===== src/rtl/codec_init_seq.sv =====
// WM8731 register configuration sequencer: power-up delay, then a fixed 10-entry
// register table written through an I2C master req/ack handshake with retry on failure.
module codec_init_seq #(
  parameter int         POWERUP_WAIT = 1000,
  parameter int         MAX_RETRIES  = 3,
  parameter int         RESP_TIMEOUT = 65535,
  parameter logic [6:0] DEV_ADDR     = 7'h1A
) (
  input  logic        clk,
  input  logic        reset,
  input  logic        reinit,
  output logic        i2c_req,
  output logic [6:0]  i2c_addr,
  output logic [15:0] i2c_data,
  input  logic        i2c_ack,
  input  logic        i2c_nack,
  output logic        busy,
  output logic        init_done,
  output logic        init_error
);

  localparam int CNT_MAX = (POWERUP_WAIT > RESP_TIMEOUT) ? POWERUP_WAIT : RESP_TIMEOUT;
  localparam int CNT_W   = $clog2(CNT_MAX + 1);
  localparam int RTY_W   = (MAX_RETRIES > 0) ? $clog2(MAX_RETRIES + 1) : 1;

  localparam logic [CNT_W-1:0] PWR_LAST  = CNT_W'(POWERUP_WAIT - 1);
  localparam logic [CNT_W-1:0] RESP_LAST = CNT_W'(RESP_TIMEOUT - 1);
  localparam logic [RTY_W-1:0] RTY_LIM   = RTY_W'(MAX_RETRIES);
  localparam logic [3:0]       LAST_IDX  = 4'd9;

  typedef enum logic [2:0] {
    S_WAIT_PWR  = 3'd0,
    S_LOAD      = 3'd1,
    S_REQ       = 3'd2,
    S_WAIT_RESP = 3'd3,
    S_DONE      = 3'd4,
    S_ERROR     = 3'd5
  } state_t;

  state_t           state_q, state_d;
  logic [3:0]       idx;
  logic [RTY_W-1:0] retry;
  logic [CNT_W-1:0] wait_cnt;
  logic             ack_ok, fail, can_retry;

  // Each table word is {reg_addr[6:0], value[8:0]}.
  function automatic logic [15:0] reg_word(input logic [3:0] i);
    case (i)
      4'd0:    reg_word = 16'h1E00;
      4'd1:    reg_word = 16'h0017;
      4'd2:    reg_word = 16'h0217;
      4'd3:    reg_word = 16'h0479;
      4'd4:    reg_word = 16'h0679;
      4'd5:    reg_word = 16'h0812;
      4'd6:    reg_word = 16'h0A00;
      4'd7:    reg_word = 16'h0C00;
      4'd8:    reg_word = 16'h0E0A;
      4'd9:    reg_word = 16'h1201;
      default: reg_word = 16'h0000;
    endcase
  endfunction

  // A simultaneous ack and nack counts as a failure.
  assign ack_ok    = (state_q == S_WAIT_RESP) && i2c_ack && !i2c_nack;
  assign fail      = (state_q == S_WAIT_RESP) && !ack_ok && (i2c_nack || (wait_cnt == RESP_LAST));
  assign can_retry = (retry < RTY_LIM);
  assign i2c_addr  = DEV_ADDR;

  always_ff @(posedge clk or posedge reset) begin
    if (reset) state_q <= S_WAIT_PWR;
    else       state_q <= state_d;
  end

  always_comb begin
    state_d = state_q;
    case (state_q)
      S_WAIT_PWR:  if (wait_cnt == PWR_LAST) state_d = S_LOAD;
      S_LOAD:      state_d = S_REQ;
      S_REQ:       state_d = S_WAIT_RESP;
      S_WAIT_RESP: begin
        if (ack_ok)    state_d = (idx == LAST_IDX) ? S_DONE : S_LOAD;
        else if (fail) state_d = can_retry ? S_LOAD : S_ERROR;
      end
      S_DONE,
      S_ERROR:     if (reinit) state_d = S_LOAD;
      default:     state_d = S_WAIT_PWR;
    endcase
  end

  always_comb begin
    busy       = 1'b0;
    init_done  = 1'b0;
    init_error = 1'b0;
    case (state_q)
      S_WAIT_PWR, S_LOAD, S_REQ, S_WAIT_RESP: busy = 1'b1;
      S_DONE:  init_done  = 1'b1;
      S_ERROR: init_error = 1'b1;
      default: busy = 1'b0;
    endcase
  end

  // wait_cnt serves both the power-up delay and the response timeout; LOAD clears it.
  always_ff @(posedge clk or posedge reset) begin
    if (reset) begin
      idx      <= '0;
      retry    <= '0;
      wait_cnt <= '0;
      i2c_req  <= 1'b0;
      i2c_data <= '0;
    end else begin
      case (state_q)
        S_WAIT_PWR: wait_cnt <= wait_cnt + 1'b1;
        S_LOAD: begin
          i2c_data <= reg_word(idx);
          wait_cnt <= '0;
        end
        S_REQ: i2c_req <= 1'b1;
        S_WAIT_RESP: begin
          if (ack_ok) begin
            i2c_req <= 1'b0;
            retry   <= '0;
            if (idx != LAST_IDX) idx <= idx + 4'd1;
          end else if (fail) begin
            i2c_req <= 1'b0;
            if (can_retry) retry <= retry + 1'b1;
          end else begin
            wait_cnt <= wait_cnt + 1'b1;
          end
        end
        S_DONE, S_ERROR: begin
          i2c_req <= 1'b0;
          if (reinit) begin
            idx   <= '0;
            retry <= '0;
          end
        end
        default: i2c_req <= 1'b0;
      endcase
    end
  end

endmodule


===== config.mk =====
export PLATFORM = sky130hd
export DESIGN_NAME = codec_init_seq
export DESIGN_NICKNAME = d
export VERILOG_FILES = /design/src/rtl/codec_init_seq.sv
export SDC_FILE = /design/constraint.sdc
export NUM_CORES = 1
export LEC_CHECK = 0
export BUFFER_PORTS_ARGS = -buffer_cell sky130_fd_sc_hd__buf_2
export CAP_MARGIN = 25
export CORE_UTILIZATION = 55
export DETAILED_ROUTE_END_ITERATION = 10
export PLACE_DENSITY = 0.88
export SLEW_MARGIN = 30
export SYNTH_ARGS = -nofsm -noshare
export SYNTH_HDL_FRONTEND = slang
export SYNTH_SLANG_ARGS = --single-unit
export TNS_END_PERCENT = 50

===== constraint.sdc =====
create_clock -name clk -period 2.2 [get_ports clk]
set_input_delay 0.44 -clock clk [delete_from_list [all_inputs] [get_ports clk]]
set_output_delay 0.44 -clock clk [all_outputs]
set_load 0.01 [all_outputs]

# After elaboration in Yosys (flattened, before gate mapping)
# Memory sizes are Yosys's and may differ from the RTL's. A register that Yosys moved wholly into a read port is not among the register bits.
# Index checks and enable logic that the tools add are counted.
# op_classes
bitwise_logic,1
add_sub_neg,3
mux,25
n_eq_ne,17
order_cmp,1
n_div,0
mul,0
n_reduce_logical,18
shift,0
# op_table
operator,n
$pmux W16 S3,1
$mux W16,2
$mux W3,6
$add A16 B1 Y16 const B,1
$eq A16 B10 Y1 const B,1
$eq A16 B16 Y1 const B,1
$pmux W3 S5,1
$mux W4,3
$ne A2 B2 Y1 const B,5
$mux W2,4
$pmux W4 S2,1
$reduce_and A4 Y1,2
$eq A3 B2 Y1 const B,2
$eq A3 B3 Y1 const B,2
$ne A3 B3 Y1 const B,2
$reduce_and A3 Y1,2
$mux W1,5
$add A4 B1 Y4 const B,1
$eq A4 B4 Y1 const B,1
$logic_and A1 B1 Y1,4
$ne A4 B4 Y1 const B,1
$pmux W2 S2,1
$reduce_or A2 Y1,2
$reduce_or A4 Y1,1
other kinds (12),13
# totals
in_bits,5
ram_bits,0
mem_count,1
latchBits,0
reg_bits,42
rom_bits,176
# mem_list
name,depth,word_bits,rd,rd_ports_with_merged_regs,wr,line,rtl
(name not given),16,11,1,1,0,48,case (i)

# Logic depth before layout (Yosys ltp)
# logic_depth
depth_word,9
mapped_depth,9
mapped_depth_nobuf,7

# Worst setup path after synthesis
# OpenSTA, ideal clock, no wires.
# synth_path
path_type,register to register
from,register wait_cnt[0]
to,register wait_cnt[7]
t_arrival_ns,1.816
period_less_slack_ns,1.894
setup_ns,0.078
path_stages_with_launch,9
slack_ns,0.306
cell_sequence,dfrtp_1 -> inv_1 -> ha_1 -> nand4_1 -> nor4_4 -> o32a_2 -> buf_6 -> or3_1 -> a21oi_1
# synth_between
elab_chain_cells,5
word_cells_on_any_way,9
# synth_rtl
element,line,rtl
start: declaration,43,logic [CNT_W-1:0] wait_cnt;
start signal: assignment,112,S_WAIT_PWR: wait_cnt <= wait_cnt + 1'b1;
start signal: assignment,127,wait_cnt <= wait_cnt + 1'b1;
"parallel branches: the longest is 5 deep, another holds $add A16 B1 Y16",--,
# Parallel ways; which one is timed is not known. The select of a mux whose other input is x is not followed.
# A chain may end at the register's enable or synchronous reset.

# Worst setup path in the final report
# Same ends and word-level chain as after synthesis.

==> key figures <==
Routing
  • Vias: 1866
  • Post-Route WL: 4599 um
  • Vias per inst: a little under 6
  • Final antenna-violating net count: 0
  • DRC Markers: 0
  • First-pass DRT Iterations: 4
  • Wire per inst: 14.55 um
  • 1st-iter DRT viols: roughly 120

Clock tree
  • Post-CTS Setup Bufs: 0
  • TritonCTS clock tree: yes
  • Clock Tree Buf Depth: 2
  • Clk root buf: clkbuf_8
  • CTS sink count: 36
  • CTS Buf Count: 5
  • Clock-pin slew of the registers on the worst-case setup and hold paths: ~0.070 ns
  • Clock latency on the worst-skew pair: around 0.29 ns
  • H-Tree Depth: 2

Worst setup path
  • RR Startpoint: wait_cnt[0]
  • Launch point of the worst path: wait_cnt[0]
  • Critical Path AT: between 2 and 2.5 ns
  • Slowest Stage Delay on Critical Path: ~0.43 ns
  • Critical Path RT: around 2.4 ns
  • Worst path cell trace: inv_1 > ha_1 > nand4_1 > nor4_4 > o32a_2 > buf_4 > or3_1 > a21oi_1
  • Slowest CP cell: o32a_2
  • Crit-path max FO: 7
  • Element type at the critical path end: register
  • Crit Path Category: reg -> reg
  • Worst setup SP type: register
  • R2R depth: 8

GRT
  • Gr ovfl total: 0
  • Initial antenna violation count: 0
  • First-pass GRT wire length: just over 8000 um
  • Vias in the first global route: 1850
  • Total GRT Usage: between 20% and 30%
  • Largest net degree at the start of global routing: 37

Logic synthesis
  • Post-synthesis mux area share: under 10%
  • Synth Area in Adders: 3.444%
  • Mapped Cells: approximately 250
  • XOR/XNOR Fraction of Synth Area: roughly 2.0%
  • Yosys cell types: between 40 and 50
  • FF+latch count, synth: 36
  • Dominant cell type by area after synthesis: dfrtp_1
  • Post-Syn Area per Cell: around 8.9 um2
  • Yosys top cell area share: 41.33%
  • Mapped cell area: ~0.0022 mm2
  • Yosys warning count: 0
  • Most common cell in the netlist: dfrtp_1
  • Area contributors post-synth: dfrtp_1 (41%), o21ai_0 (5.1%), buf_4 (4.5%)
  • Synth Area in Simple Gates: roughly a quarter
  • Largest family of logic cells by synthesized area: simple AND/OR/NAND/NOR gates
  • Asr flop ratio synth: 100.0%
  • Number of enable flip-flop cells after synthesis: 0
  • Synth top cells by count: dfrtp_1 (36), nor2_1 (25), nand2_1 (23)
  • Register area share after synthesis: approximately 41%
  • Post-synthesis compound-gate area fraction: 16.42%
  • Most used flip-flop cell after synthesis: dfrtp_1

Floorplanning
  • # IOs: 32
  • Starting density of the core: around 58%
  • Core ar.: between 0.003 and 0.004 mm2
  • Die ar.: around 0.0042 mm2
  • Cell Rows: 22
  • Die W: roughly 65 um
  • Die Y: about 65 um

Finish
  • Ratio of cells with drive above 1 in the final layout: between 10% and 20%
  • Fillers: between 300 and 400
  • Ant. Diodes: 0
  • Area Overhead vs Synth: 9.299%
  • Fin util: between 60% and 70%
  • Nets: roughly 280

STA
  • Peak Freq: between 0.4 and 0.5 GHz
  • Hold_ws: 0.2416 ns
  • Hold Fails Final Rpt: 0
  • Final Cycle Share: a little over nine tenths
  • RSZ-0062 raised after global routing: false
  • Pins Over Slew Limit: 0
  • Clock skew: between 0.004 and 0.005 ns
  • Final min period: approximately 2.1 ns
  • Final setup violation count: 0
  • TNS Setup: 0 ns

Power
  • Worst IR Drop VDD: ~0.00077 V
  • Seq pwr share: ~37%
  • Clk pwr share: 16.8%
  • Pleak: 1.061 nW
  • NetSw: 0.001215 W
  • Cell area power density: between 1000 and 1500 mW/mm2
  • Internal: roughly 0.0017 W
  • Comb pwr share: between 40% and 50%
  • Sw frac: 41.99%

Hold path
  • Worst Hold Class: in -> async

Placed design
  • IO Port Bufs: 19
  • RD Place Congestion: approximately 0.85
  • DP HPWL: ~3300 um

Job
  • Max Cap Viol: 0

Outcome
  • Status: complete, no violations
-- logic make-up after synthesis --
logic type               Yosys count
AND/OR/NAND/NOR                   99
AO/OA/AOI/OAI                     58
flip-flops                        36
buffers and inverters             35
adder cells (fa/ha/maj)            6
XOR/XNOR                           5
multiplexers                       4
other                              2
-- worst max-delay path, delay by kind of cell, from the launching register on --
family                   cells  cell delay (ns)
flip-flops                   1             0.41
AO/OA/AOI/OAI                2             0.61
buffers and inverters        2             0.22
adder cells (fa/ha/maj)      1             0.19
AND/OR/NAND/NOR              3             0.55
-- area by class of cell --
type                       instances  area (um2)  area share (%)
multi-input combinational        184        1112           46.69
sequential                        36       902.1           37.87
timing repair buffer              30       177.7           7.458
clock buffer                       6       82.58           3.466
tap                               48       60.06           2.521
inverter                          10       37.54           1.576
clock inverter                     2       10.01          0.4202
-- per-layer routing --
metal	global-route usage (%)	vias up	routed length [um]
met3	6.866	14	282
met4	12.22	0	108
met5	0	-	0
met1	31.01	890	1853
li1	-	890	-
met2	42.97	72	2354
-- placed cells by master, fill, tap and decap left out, drive strengths merged, types with 2 or more instances in the layout --
cell type  instances
a2111oi            2
a21oi             17
a221oi             2
a31oi              2
and2               4
and3               2
buf               30
clkbuf             6
clkinv             2
conb              12
dfrtp             36
ha                 6
inv               10
mux2               2
mux2i              2
nand2             23
nand3             11
nand4              9
nor2              25
nor3               2
o21ai             23
o31ai              5
or3               10
or4                2
xnor2              3
xor2               2
-- what timing repair did --
item                       in CTS  in global routing
gates resized for setup         0                  2
hold buffers                    0                  0
setup endpoints to repair       0                  4
-- final timing paths --
path	slack [ns]	to
max in group asynchronous	1.62	wait_cnt[0]
min in group clk	0.45	state_q[2]
min reg2reg	0.48	i2c_data[11]
min	0.24	i2c_data[1]
max reg2reg	0.14	wait_cnt[7]
max	0.14	wait_cnt[7]
-- through the flow --
step	instances	setup WS [ns]	power [W]	instance area (um2)
final	316	0.1353	0.002894	2382
after global routing	316	0.01825	0.003139	2382
after CTS	316	0.09780	0.002892	2379
after detailed placement	308	0.1120	0.002393	2286
after global placement	308	0.1879	0.002330	2286
after floorplan	255	0.3060	0.002029	2217
-- state kept, by name, summed over array words and instances, names as in the netlist --
name and cells:
state_q 3, i2c_data 10, wait_cnt 16, idx 4
i2c_req 1, retry 2
-- power by group through the flow --
stage | Clock, W | Sequential (W) | Combinational (W)
after floorplan | 0 | 0.00104 | 0.000990
after global placement | 0 | 0.00105 | 0.00128
after detailed placement | 0 | 0.00107 | 0.00133
after CTS | 0.000495 | 0.00106 | 0.00134
after global routing | 0.000527 | 0.00109 | 0.00152
final | 0.000487 | 0.00106 | 0.00135
Note: power is estimated with default switching activity, not from simulation.
